--- config.mk ---
export PLATFORM = sky130hd
export DESIGN_NAME = frame_swap_ctrl
export DESIGN_NICKNAME = d
export VERILOG_FILES = /design/src/rtl/frame_swap_ctrl.sv
export SDC_FILE = /design/constraint.sdc
export NUM_CORES = 1
export LEC_CHECK = 0
export CORE_ASPECT_RATIO = 1.2
export CORE_UTILIZATION = 30
export CTS_CLUSTER_SIZE = 16
export DETAILED_ROUTE_END_ITERATION = 10
export HOLD_SLACK_MARGIN = 0.1
export SYNTH_ARGS = -nofsm -noshare
export SYNTH_HDL_FRONTEND = slang
export SYNTH_SLANG_ARGS = --single-unit
--- constraint.sdc ---
create_clock -name clk -period 2 [get_ports clk]
set_input_delay 0.6 -clock clk [delete_from_list [all_inputs] [get_ports clk]]
set_output_delay 0.6 -clock clk [all_outputs]
set_load 0.05 [all_outputs]
--- src/rtl/frame_swap_ctrl.sv ---
// frame_swap_ctrl: VBLANK-synchronised double-buffer page flip; ports: clk, rst (sync, active-low), VBLANK/CLRVBLNK/DISPADDR/DISPON to the display engine, swap_req/swap_ack/busy/back_addr/frame_cnt to the renderer, timeout_err/err_clr for stalled VBLANK waits
module frame_swap_ctrl #(
  parameter logic [29:0] BUF0_ADDR = 30'h10426240,
  parameter logic [29:0] BUF1_ADDR = 30'h10440000,
  parameter int FCNT_W = 16,
  parameter int TIMEOUT = 2000000
) (
  input  logic              clk,
  input  logic              rst,
  input  logic              VBLANK,
  output logic              CLRVBLNK,
  output logic [29:0]       DISPADDR,
  output logic              DISPON,
  input  logic              swap_req,
  output logic              swap_ack,
  output logic              busy,
  output logic [29:0]       back_addr,
  output logic [FCNT_W-1:0] frame_cnt,
  output logic              timeout_err,
  input  logic              err_clr
);
  typedef enum logic [2:0] {INIT, WAIT_FIRST, IDLE, ARM, WAIT_VBL} state_t;
  localparam int CW = $clog2(TIMEOUT);
  state_t state;
  logic front_sel;
  logic [CW-1:0] wcnt;
  logic waiting, to_hit;
  assign busy = state != IDLE;
  assign back_addr = front_sel ? BUF0_ADDR : BUF1_ADDR;
  assign waiting = (state == WAIT_FIRST || state == WAIT_VBL) && !VBLANK;
  assign to_hit = wcnt == CW'(TIMEOUT - 1);
  always_ff @(posedge clk) begin
    if (!rst) begin
      state <= INIT;
      CLRVBLNK <= 1'b1;
      DISPADDR <= '0;
      DISPON <= 1'b0;
      front_sel <= 1'b0;
      swap_ack <= 1'b0;
      frame_cnt <= '0;
      timeout_err <= 1'b0;
      wcnt <= '0;
    end else begin
      swap_ack <= 1'b0;
      CLRVBLNK <= 1'b0;
      timeout_err <= (waiting && to_hit) ? 1'b1 : err_clr ? 1'b0 : timeout_err;
      if (waiting && !to_hit) wcnt <= wcnt + CW'(1);
      case (state)
        INIT: begin
          wcnt <= '0;
          state <= WAIT_FIRST;
        end
        WAIT_FIRST: if (VBLANK) begin
          DISPADDR <= BUF0_ADDR;
          DISPON <= 1'b1;
          CLRVBLNK <= 1'b1;
          state <= IDLE;
        end
        IDLE: if (swap_req) begin
          CLRVBLNK <= 1'b1;
          state <= ARM;
        end
        ARM: begin
          wcnt <= '0;
          state <= WAIT_VBL;
        end
        WAIT_VBL: if (VBLANK) begin
          front_sel <= ~front_sel;
          DISPADDR <= front_sel ? BUF0_ADDR : BUF1_ADDR;
          CLRVBLNK <= 1'b1;
          frame_cnt <= frame_cnt + FCNT_W'(1);
          swap_ack <= 1'b1;
          state <= IDLE;
        end
        default: state <= INIT;
      endcase
    end
  end
endmodule
==> impl_metrics.tcl, run 1 <==
set metrics [dict create \
    slowest_delay_ns 0.33 \
    hpwlAfterDp_um 4440 \
    cpLargestDelayFamily "buffers and inverters" \
    yosysMostFrequentCell "buf_4" \
    cts.sinks 48 \
    worstRegToRegCells 5 \
    yosys.area_share.simple 0.276 \
    tightestPinTransition_ns 0.559 \
    synth.mux.area_fraction 0.0318 \
    r2r_start "state[2]$_SDFFE_PN0P_" \
    hold_viol 0 \
    synth_top_area_frac 0.340 \
    vias_per_cell 4.66 \
    cts_resized 0 \
    final-setup-viol-count 0 \
    rsz0062_at_grt "no" \
    cts-buffers-inserted 5 \
    ant_nets 0 \
    clock_skew_ns 0.0116 \
    synthDistinctLibCells 46 \
    synth_area_um2 2830 \
    synth_common_cells "buf_4 (59), dfxtp_1 (48), nand2_1 (31)" \
    route.detailed.drc 0 \
    yosys.area_share.adder 0.00885 \
    num-fill-cells 944 \
    period_share 0.930 \
    synth_top_area_cell "dfxtp_1" \
    crit_chain "buf_4, nor2b_2, nand2b_1, buf_12" \
    grt_max_degree 18 \
    synth_cells 339 \
    row_count 38 \
    grt-ovfl-total 0 \
    worstHoldStart "wcnt[20]$_SDFFE_PP0P_" \
    ys_seq_area_frac 0.340 \
    period_minus_slack_ns 1.86 \
    powerDensity_nw_per_um2 658 \
    routed-via-count 2351 \
    worstPathArrival_ns 1.26 \
    crit_fanout 9 \
    core_area_um2 9080 \
    die-area_um2 9820 \
    multi_input_area_um2 1520 \
    maxCapViolCount 0 \
    clk_latency_ns 0.31 \
    fin_area_um2 3310 \
    max_slew_margin 0.626 \
    p_leak_nw 1.33 \
    die_w_um 90.6 \
    grt_pass1_vias 2115 \
    grt_usage 0.124 \
    wl_um 5920 \
    min_path_cells 2 \
    io_pins 86 \
    cts-root-buf "clkbuf_8" \
    critPathKind "reg -> out" \
    report.final.slew_viol_count 0 \
    synth_top_family_by_area "simple AND/OR/NAND/NOR gates" \
    synth_area_per_cell_um2 8.35 \
    tns_ns 0 \
    antenna_found_initial 0 \
    synth_flop_cell "dfxtp_1" \
    dp_cells 497 \
    n_antenna_cell 0 \
    cp_num_buf_inv 2 \
    globalplace.congestion 0.815 \
    cts_buffer_depth 2 \
    die_h_um 108 \
    route.detailed.wl_per_inst_um 11.7 \
    h-tree-depth 2 \
    start_kind "flip-flop" \
    start_util 0.312 \
    clock.fmax_mhz 538 \
    final_cells 505 \
    critPathRequiredTime_ns 1.40 \
    drive_gt1_frac 0.213 \
    cts_tree "yes" \
    post-cts-setup-buffers 0 \
    seqCellArea_um2 962 \
    outcome "completed" \
    fin_nets 391 \
    path_clk_slew_ns 0.08 \
    drt_iter0_markers 96 \
    min_to "wcnt[20]$_SDFFE_PP0P_" \
    synth_xor_area_frac 0.0341 \
    postSynth.asyncResetShare 0 \
    crit_slowest_cell "dfxtp_1" \
    synth-edff-count 0 \
    synth_compound_area_frac 0.120 \
    yosysWarnings 0 \
    rrSetupSlack_ns 0.18 \
    end_kind "output port" \
    holdBufCountCts 0 \
    final_util 0.364 \
    synth.area.top_cells "dfxtp_1 (34%), buf_4 (16%), a21oi_1 (4.2%)" \
    ys_ff_latch 48 \
    rr_endpoint "wcnt[13]$_SDFFE_PP0P_" \
    cp.depth 4 \
    min_path_type "reg -> reg" \
    vdd_drop_max_mv 0.287 \
    numPortBuffers 39 \
    placed_area_um2 3160 \
    dr.pass1.iters 4 \
    grt_pass1_wl_um 9860 \
    areaGrowthSynthToFinish_pct 16.9 \
]
-- worst reg2reg max path: stages (launching register included) --
cell and delay, ns:
dfxtp_1 0.36, xor2_1 0.48, nand4_1 0.16, buf_4 0.21, or4_1 0.40, a21oi_1 0.15
-- sequential cells by signal, indices dropped and copies added, names as in the netlist --
register / cells
swap_ack: 1
timeout_err: 1
wcnt: 21
CLRVBLNK: 1
DISPADDR: 3
frame_cnt: 16
state: 3
DISPON: 1
front_sel: 1
-- final cells by class --
type | instances | area share
Sequential cell | 48 | 0.291
Clock buffer | 6 | 0.0250
Tap cell | 120 | 0.0454
Timing Repair Buffer | 66 | 0.161
Inverter | 5 | 0.00567
Multi-Input combinational cell | 258 | 0.460
Clock inverter | 2 | 0.0117
-- through the flow --
step | worst slack [ns] | total power, mW | hold WS, ns
floorplan | 0.0497 | 1.43 | 0.439
global placement | -0.276 | 1.45 | 0.456
detailed placement | -0.293 | 1.45 | 0.459
CTS | 0.0124 | 2.21 | 0.473
global route | 0.0146 | 2.28 | 0.488
finish | 0.140 | 2.18 | 0.470
-- how the worst max path moves through the flow --
stage | from | endpoint | slack [ns]
CTS | state[1]$_SDFFE_PN0P_ | busy | 0.01
floorplan | frame_cnt[0]$_SDFFE_PN0P_ | frame_cnt[12]$_SDFFE_PN0P_ | 0.05
detailed placement | VBLANK | wcnt[19]$_SDFFE_PP0P_ | -0.29
global placement | VBLANK | frame_cnt[15]$_SDFFE_PN0P_ | -0.28
finish | state[2]$_SDFFE_PN0P_ | busy | 0.14
global route | state[2]$_SDFFE_PN0P_ | wcnt[13]$_SDFFE_PP0P_ | 0.01
-- power breakdown --
group / total, mW / switching, mW / internal [mW]
Clock: 0.750 / 0.341 / 0.409
Combinational: 0.444 / 0.351 / 0.0930
Sequential: 0.982 / 0.0131 / 0.969
-- kinds of logic after synthesis --
group	Yosys count
AND/OR/NAND/NOR	136
buffers and inverters	77
other	2
flip-flops	48
multiplexers	9
XOR/XNOR	11
AO/OA/AOI/OAI	54
adder cells (fa/ha/maj)	2
-- cell usage in the layout, fill, tap and decap left out, types with 10 or more instances in the layout --
cell | synthesis | final
nand3_1 | 15 | 15
or4_1 | 12 | 12
nor2_1 | 22 | 21
a21oi_1 | 24 | 24
nand4_1 | 14 | 14
nand2b_1 | 10 | 10
buf_4 | 59 | 60
conb_1 | 2 | 46
dfxtp_1 | 48 | 47
nand2_1 | 31 | 31
-- routing by layer --
metal / track usage / routed length, um
met1: 0.139 / 2490
met2: 0.229 / 3110
met3: 0.0239 / 247
met4: 0.0507 / 80
met5: 0 / 0
Power figures use the tool's default switching activity.
==> run 2: changes to the inputs <==
- CAP_MARGIN: default -> 20
- CORE_UTILIZATION: 30 -> 27
- clock period: 2 -> 2.3 ns (I/O delays scaled with it)
==> impl_metrics.tcl, run 2 (synthesized netlist as in run 1, its figures left out) <==
set metrics [dict create \
    path_clk_slew_ns 0.06 \
    cts_buffer_depth 2 \
    p_leak_nw 1.34 \
    crit_fanout 6 \
    dp_cells 499 \
    report.final.slew_viol_count 0 \
    row_count 40 \
    vias_per_cell 4.76 \
    drive_gt1_frac 0.113 \
    numPortBuffers 39 \
    largestRegisters "wcnt (21), frame_cnt (16)" \
    crit_end "frame_cnt[4]" \
    holdBufCountCts 0 \
    maxCapViolCount 0 \
    regMostFlops "wcnt" \
    drt_iter0_markers 110 \
    grt_pass1_vias 2183 \
    final_cells 506 \
    wl_um 5860 \
    critPathKind "reg -> out" \
    pre_cts_slack_ns -0.0576 \
    slowest_delay_ns 0.84 \
    core_area_um2 10100 \
    cp.depth 1 \
    clk_latency_ns 0.29 \
    hpwlAfterDp_um 4380 \
    cpLargestDelayFamily "buffers and inverters" \
    hold_viol 0 \
    r2r_start "wcnt[0]$_SDFFE_PP0P_" \
    ant_nets 0 \
    antenna_found_initial 0 \
    areaGrowthSynthToFinish_pct 20.1 \
    grt-ovfl-total 0 \
    crit_slowest_cell "clkdlybuf4s50_1" \
    grt_pass1_wl_um 9900 \
    cp_num_buf_inv 1 \
    cts-buffers-inserted 5 \
    critPathRequiredTime_ns 1.61 \
    cts-root-buf "clkbuf_16" \
    vdd_drop_max_mv 0.252 \
    setup_ws_ns 0.0580 \
    final_cell_mix "dfxtp_1 (48), conb_1 (46), nand2_1 (31)" \
    crit_chain "clkdlybuf4s50_1" \
    cts.sinks 48 \
    rr_endpoint "wcnt[12]$_SDFFE_PP0P_" \
    start_kind "flip-flop" \
    end_kind "output port" \
    start_util 0.280 \
    die_h_um 114 \
    clock.fmax_mhz 446 \
    placed_area_um2 3200 \
    clock_skew_ns 0.00441 \
    final-setup-viol-count 0 \
    fin_nets 387 \
    routed-via-count 2407 \
    tightestPinTransition_ns 0.622 \
    die-area_um2 10900 \
    n_antenna_cell 0 \
    min_path_cells 2 \
    route.detailed.drc 0 \
    rrSetupSlack_ns 0.50 \
    grt_max_degree 18 \
    die_w_um 95.4 \
    outcome "completed" \
    grt_usage 0.113 \
    fin_hold_ws_ns 0.472 \
    mostFrequentLayoutCell "dfxtp_1" \
    route.detailed.wl_per_inst_um 11.6 \
    crit_start "frame_cnt[4]$_SDFFE_PN0P_" \
    fin_area_um2 3400 \
    powerDensity_nw_per_um2 636 \
    worstPathArrival_ns 1.55 \
    final_util 0.336 \
    cts_tree "yes" \
    max_slew_margin 0.581 \
    period_share 0.975 \
    h-tree-depth 2 \
    period_minus_slack_ns 2.24 \
    worstRegToRegCells 5 \
    rsz0062_at_grt "no" \
    largest_reg_flops 21 \
    globalplace.congestion 0.832 \
    min_path_type "reg -> reg" \
    io_pins 86 \
    dr.pass1.iters 4 \
]
==> run 2: cell types whose count changed in the layout (fill, tap and decap cells not counted), moves of 4 or more <==
cell / before / now
clkbuf_8: 6 / 0
dlymetal6s2s_1: 1 / 5
clkbuf_16: 0 / 5
clkdlybuf4s50_1: 3 / 28
buf_4: 60 / 28
==> run 2: area by class of cell <==
type | instances | area, um2
fill | 1053 | 6710
multi-input combinational | 258 | 1500
sequential | 48 | 961
timing repair buffer | 62 | 573
tap | 126 | 158
clock buffer | 5 | 125
clock inverter | 2 | 60.1
inverter | 5 | 18.8
==> run 2: report_power, final <==
part           internal, mW  switching (mW)
registers             0.843          0.0152
clock network         0.617           0.309
logic                0.0802           0.299
total                  1.54           0.623
==> run 2: per-layer routing <==
layer / global-route usage / share of wire / up-vias / wire length, um
met5: 0 / 0 / - / 0
met4: 0.0627 / 0.031 / 0 / 184
met3: 0.0212 / 0.049 / 17 / 287
met2: 0.197 / 0.51 / 86 / 2970
met1: 0.128 / 0.41 / 1126 / 2420
li1: - / - / 1178 / -
==> run 2: what timing repair did <==
item | CTS | global route
buffers inserted | 0 | 0
resized for setup | 0 | 5
setup endpoints to repair | 0 | 8
==> run 2: how the worst min path moves through the flow <==
stage / slack (ns) / endpoint / from
global route: 0.50 / wcnt[20]$_SDFFE_PP0P_ / wcnt[20]$_SDFFE_PP0P_
CTS: 0.47 / DISPADDR[18]$_SDFFE_PN0P_ / DISPADDR[18]$_SDFFE_PN0P_
finish: 0.47 / DISPADDR[18]$_SDFFE_PN0P_ / DISPADDR[18]$_SDFFE_PN0P_
floorplan: 0.44 / wcnt[20]$_SDFFE_PP0P_ / wcnt[20]$_SDFFE_PP0P_
global placement: 0.46 / wcnt[20]$_SDFFE_PP0P_ / wcnt[20]$_SDFFE_PP0P_
detailed placement: 0.46 / DISPADDR[18]$_SDFFE_PN0P_ / DISPADDR[18]$_SDFFE_PN0P_
==> run 2: metrics by stage <==
step                      power (mW)  setup TNS [ns]
after detailed placement        1.26          -0.156
after global placement          1.25         -0.0914
final                           2.16               0
after floorplan                 1.25               0
after CTS                       2.19               0
after global routing            2.24               0
==> run 3: changes to the inputs <==
- CORE_ASPECT_RATIO: 1.2 -> default
==> impl_metrics.tcl, run 3 (synthesized netlist as in run 1, its figures left out) <==
set metrics [dict create \
    die_w_um 104 \
    vdd_drop_max_mv 0.277 \
    pre_cts_slack_ns -0.101 \
    hpwlAfterDp_um 4130 \
    die_h_um 104 \
    die-area_um2 10900 \
    hold_viol 0 \
    max_slew_margin 0.529 \
    cts_buffer_depth 2 \
    period_share 0.975 \
    critPathKind "reg -> out" \
    fin_hold_ws_ns 0.478 \
    crit_slowest_cell "clkdlybuf4s50_1" \
    period_minus_slack_ns 2.24 \
    wl_um 5700 \
    worstPathArrival_ns 1.55 \
    p_leak_nw 1.52 \
    clock.fmax_mhz 446 \
    tightestPinTransition_ns 0.706 \
    powerDensity_nw_per_um2 561 \
    cts-root-buf "clkbuf_8" \
    rrSetupSlack_ns 0.37 \
    setup_ws_ns 0.0566 \
    dr.pass1.iters 4 \
    mostFrequentLayoutCell "dfxtp_1" \
    grt_max_degree 23 \
    vias_per_cell 4.55 \
    path_clk_slew_ns 0.10 \
    largest_reg_flops 21 \
    num-fill-cells 1037 \
    worstRegToRegCells 5 \
    cts.sinks 48 \
    maxCapViolCount 0 \
    rr_endpoint "wcnt[19]$_SDFFE_PP0P_" \
    min_path_type "reg -> reg" \
    grt_usage 0.106 \
    slowest_delay_ns 0.83 \
    cts_tree "yes" \
    fin_area_um2 3360 \
    crit_end "frame_cnt[5]" \
    cts-buffers-inserted 5 \
    report.final.slew_viol_count 0 \
    r2r_start "state[0]$_SDFFE_PN0P_" \
    io_pins 86 \
    route.detailed.drc 0 \
    start_util 0.277 \
    ant_nets 0 \
    placed_area_um2 3190 \
    crit_fanout 5 \
    start_kind "flip-flop" \
    cp_num_buf_inv 1 \
    critPathRequiredTime_ns 1.61 \
    seqCellArea_um2 961 \
    areaGrowthSynthToFinish_pct 18.6 \
    crit_start "frame_cnt[5]$_SDFFE_PN0P_" \
    largestRegisters "wcnt (21), frame_cnt (16)" \
    regMostFlops "wcnt" \
    drive_gt1_frac 0.0955 \
    end_kind "output port" \
    rsz0062_at_grt "no" \
    grt-ovfl-total 0 \
    row_count 37 \
    final-setup-viol-count 0 \
    grt_pass1_wl_um 9510 \
    final_util 0.328 \
    outcome "completed" \
    grt_pass1_vias 1995 \
    fin_nets 383 \
    clk_latency_ns 0.30 \
    multi_input_area_um2 1500 \
    core_area_um2 10200 \
    numPortBuffers 39 \
    globalplace.congestion 0.776 \
    cpLargestDelayFamily "buffers and inverters" \
    route.detailed.wl_per_inst_um 11.1 \
    drt_iter0_markers 169 \
    antenna_found_initial 0 \
    h-tree-depth 2 \
    final_cell_mix "dfxtp_1 (48), conb_1 (46), nand2_1 (31)" \
    clock_skew_ns 0.0125 \
    routed-via-count 2334 \
    cp.depth 1 \
    n_antenna_cell 0 \
    crit_chain "clkdlybuf4s50_1" \
]
## run 3: changes by cell type in the layout (fill, tap and decap cells not counted), moves of 5 or more
cell	delta
clkbuf_16	-5
clkdlybuf4s50_1	-9
dlymetal6s2s_1	+12
buf_4	-8
clkbuf_8	+6
## run 3: worst min path at each step
stage | startpoint | slack [ns] | depth (start not counted) | to
floorplan | wcnt[20]$_SDFFE_PP0P_ | 0.44 | 2 | wcnt[20]$_SDFFE_PP0P_
global placement | DISPADDR[18]$_SDFFE_PN0P_ | 0.45 | 2 | DISPADDR[18]$_SDFFE_PN0P_
detailed placement | DISPADDR[18]$_SDFFE_PN0P_ | 0.46 | 2 | DISPADDR[18]$_SDFFE_PN0P_
CTS | DISPADDR[18]$_SDFFE_PN0P_ | 0.47 | 2 | DISPADDR[18]$_SDFFE_PN0P_
global route | DISPADDR[18]$_SDFFE_PN0P_ | 0.50 | 2 | DISPADDR[18]$_SDFFE_PN0P_
finish | DISPADDR[18]$_SDFFE_PN0P_ | 0.48 | 2 | DISPADDR[18]$_SDFFE_PN0P_
## run 3: through the flow
step | power (mW) | cells | TNS (ns)
6_report | 1.88 | 513 | 0
2_1_floorplan | 1.25 | 383 | 0
4_1_cts | 1.90 | 513 | 0
3_3_place_gp | 1.25 | 505 | -0.467
5_1_grt | 1.96 | 513 | 0
3_5_place_dp | 1.25 | 505 | -0.523
## run 3: repair_timing
| action | CTS | global route |
|---|---|---|
| buffers inserted | 0 | 0 |
| resized for setup | 1 | 17 |
| endpoints found under the setup margin | 1 | 17 |
| gates cloned | 0 | 0 |
| hold buffers | 0 | 0 |
## run 3: area by class of cell
cell class | instances | area share
clock buffer | 6 | 0.0246
inverter | 5 | 0.00559
sequential | 48 | 0.286
timing repair buffer | 58 | 0.173
clock inverter | 2 | 0.0116
tap | 136 | 0.0507
multi-input combinational | 258 | 0.448
## run 3: power breakdown
part	internal, mW	total (mW)	switching [mW]
Sequential	0.842	0.857	0.0151
Combinational	0.0767	0.374	0.298
Clock	0.356	0.651	0.295
Total	1.27	1.88	0.608
## run 3: layer usage
layer	routed length [um]	vias to the layer above	GRT usage	share of wire
li1	-	1178	-	-
met1	2860	1079	0.141	0.50
met2	2490	72	0.166	0.44
met3	264	5	0.0226	0.046
met4	82	0	0.0429	0.014
met5	0	-	0	0
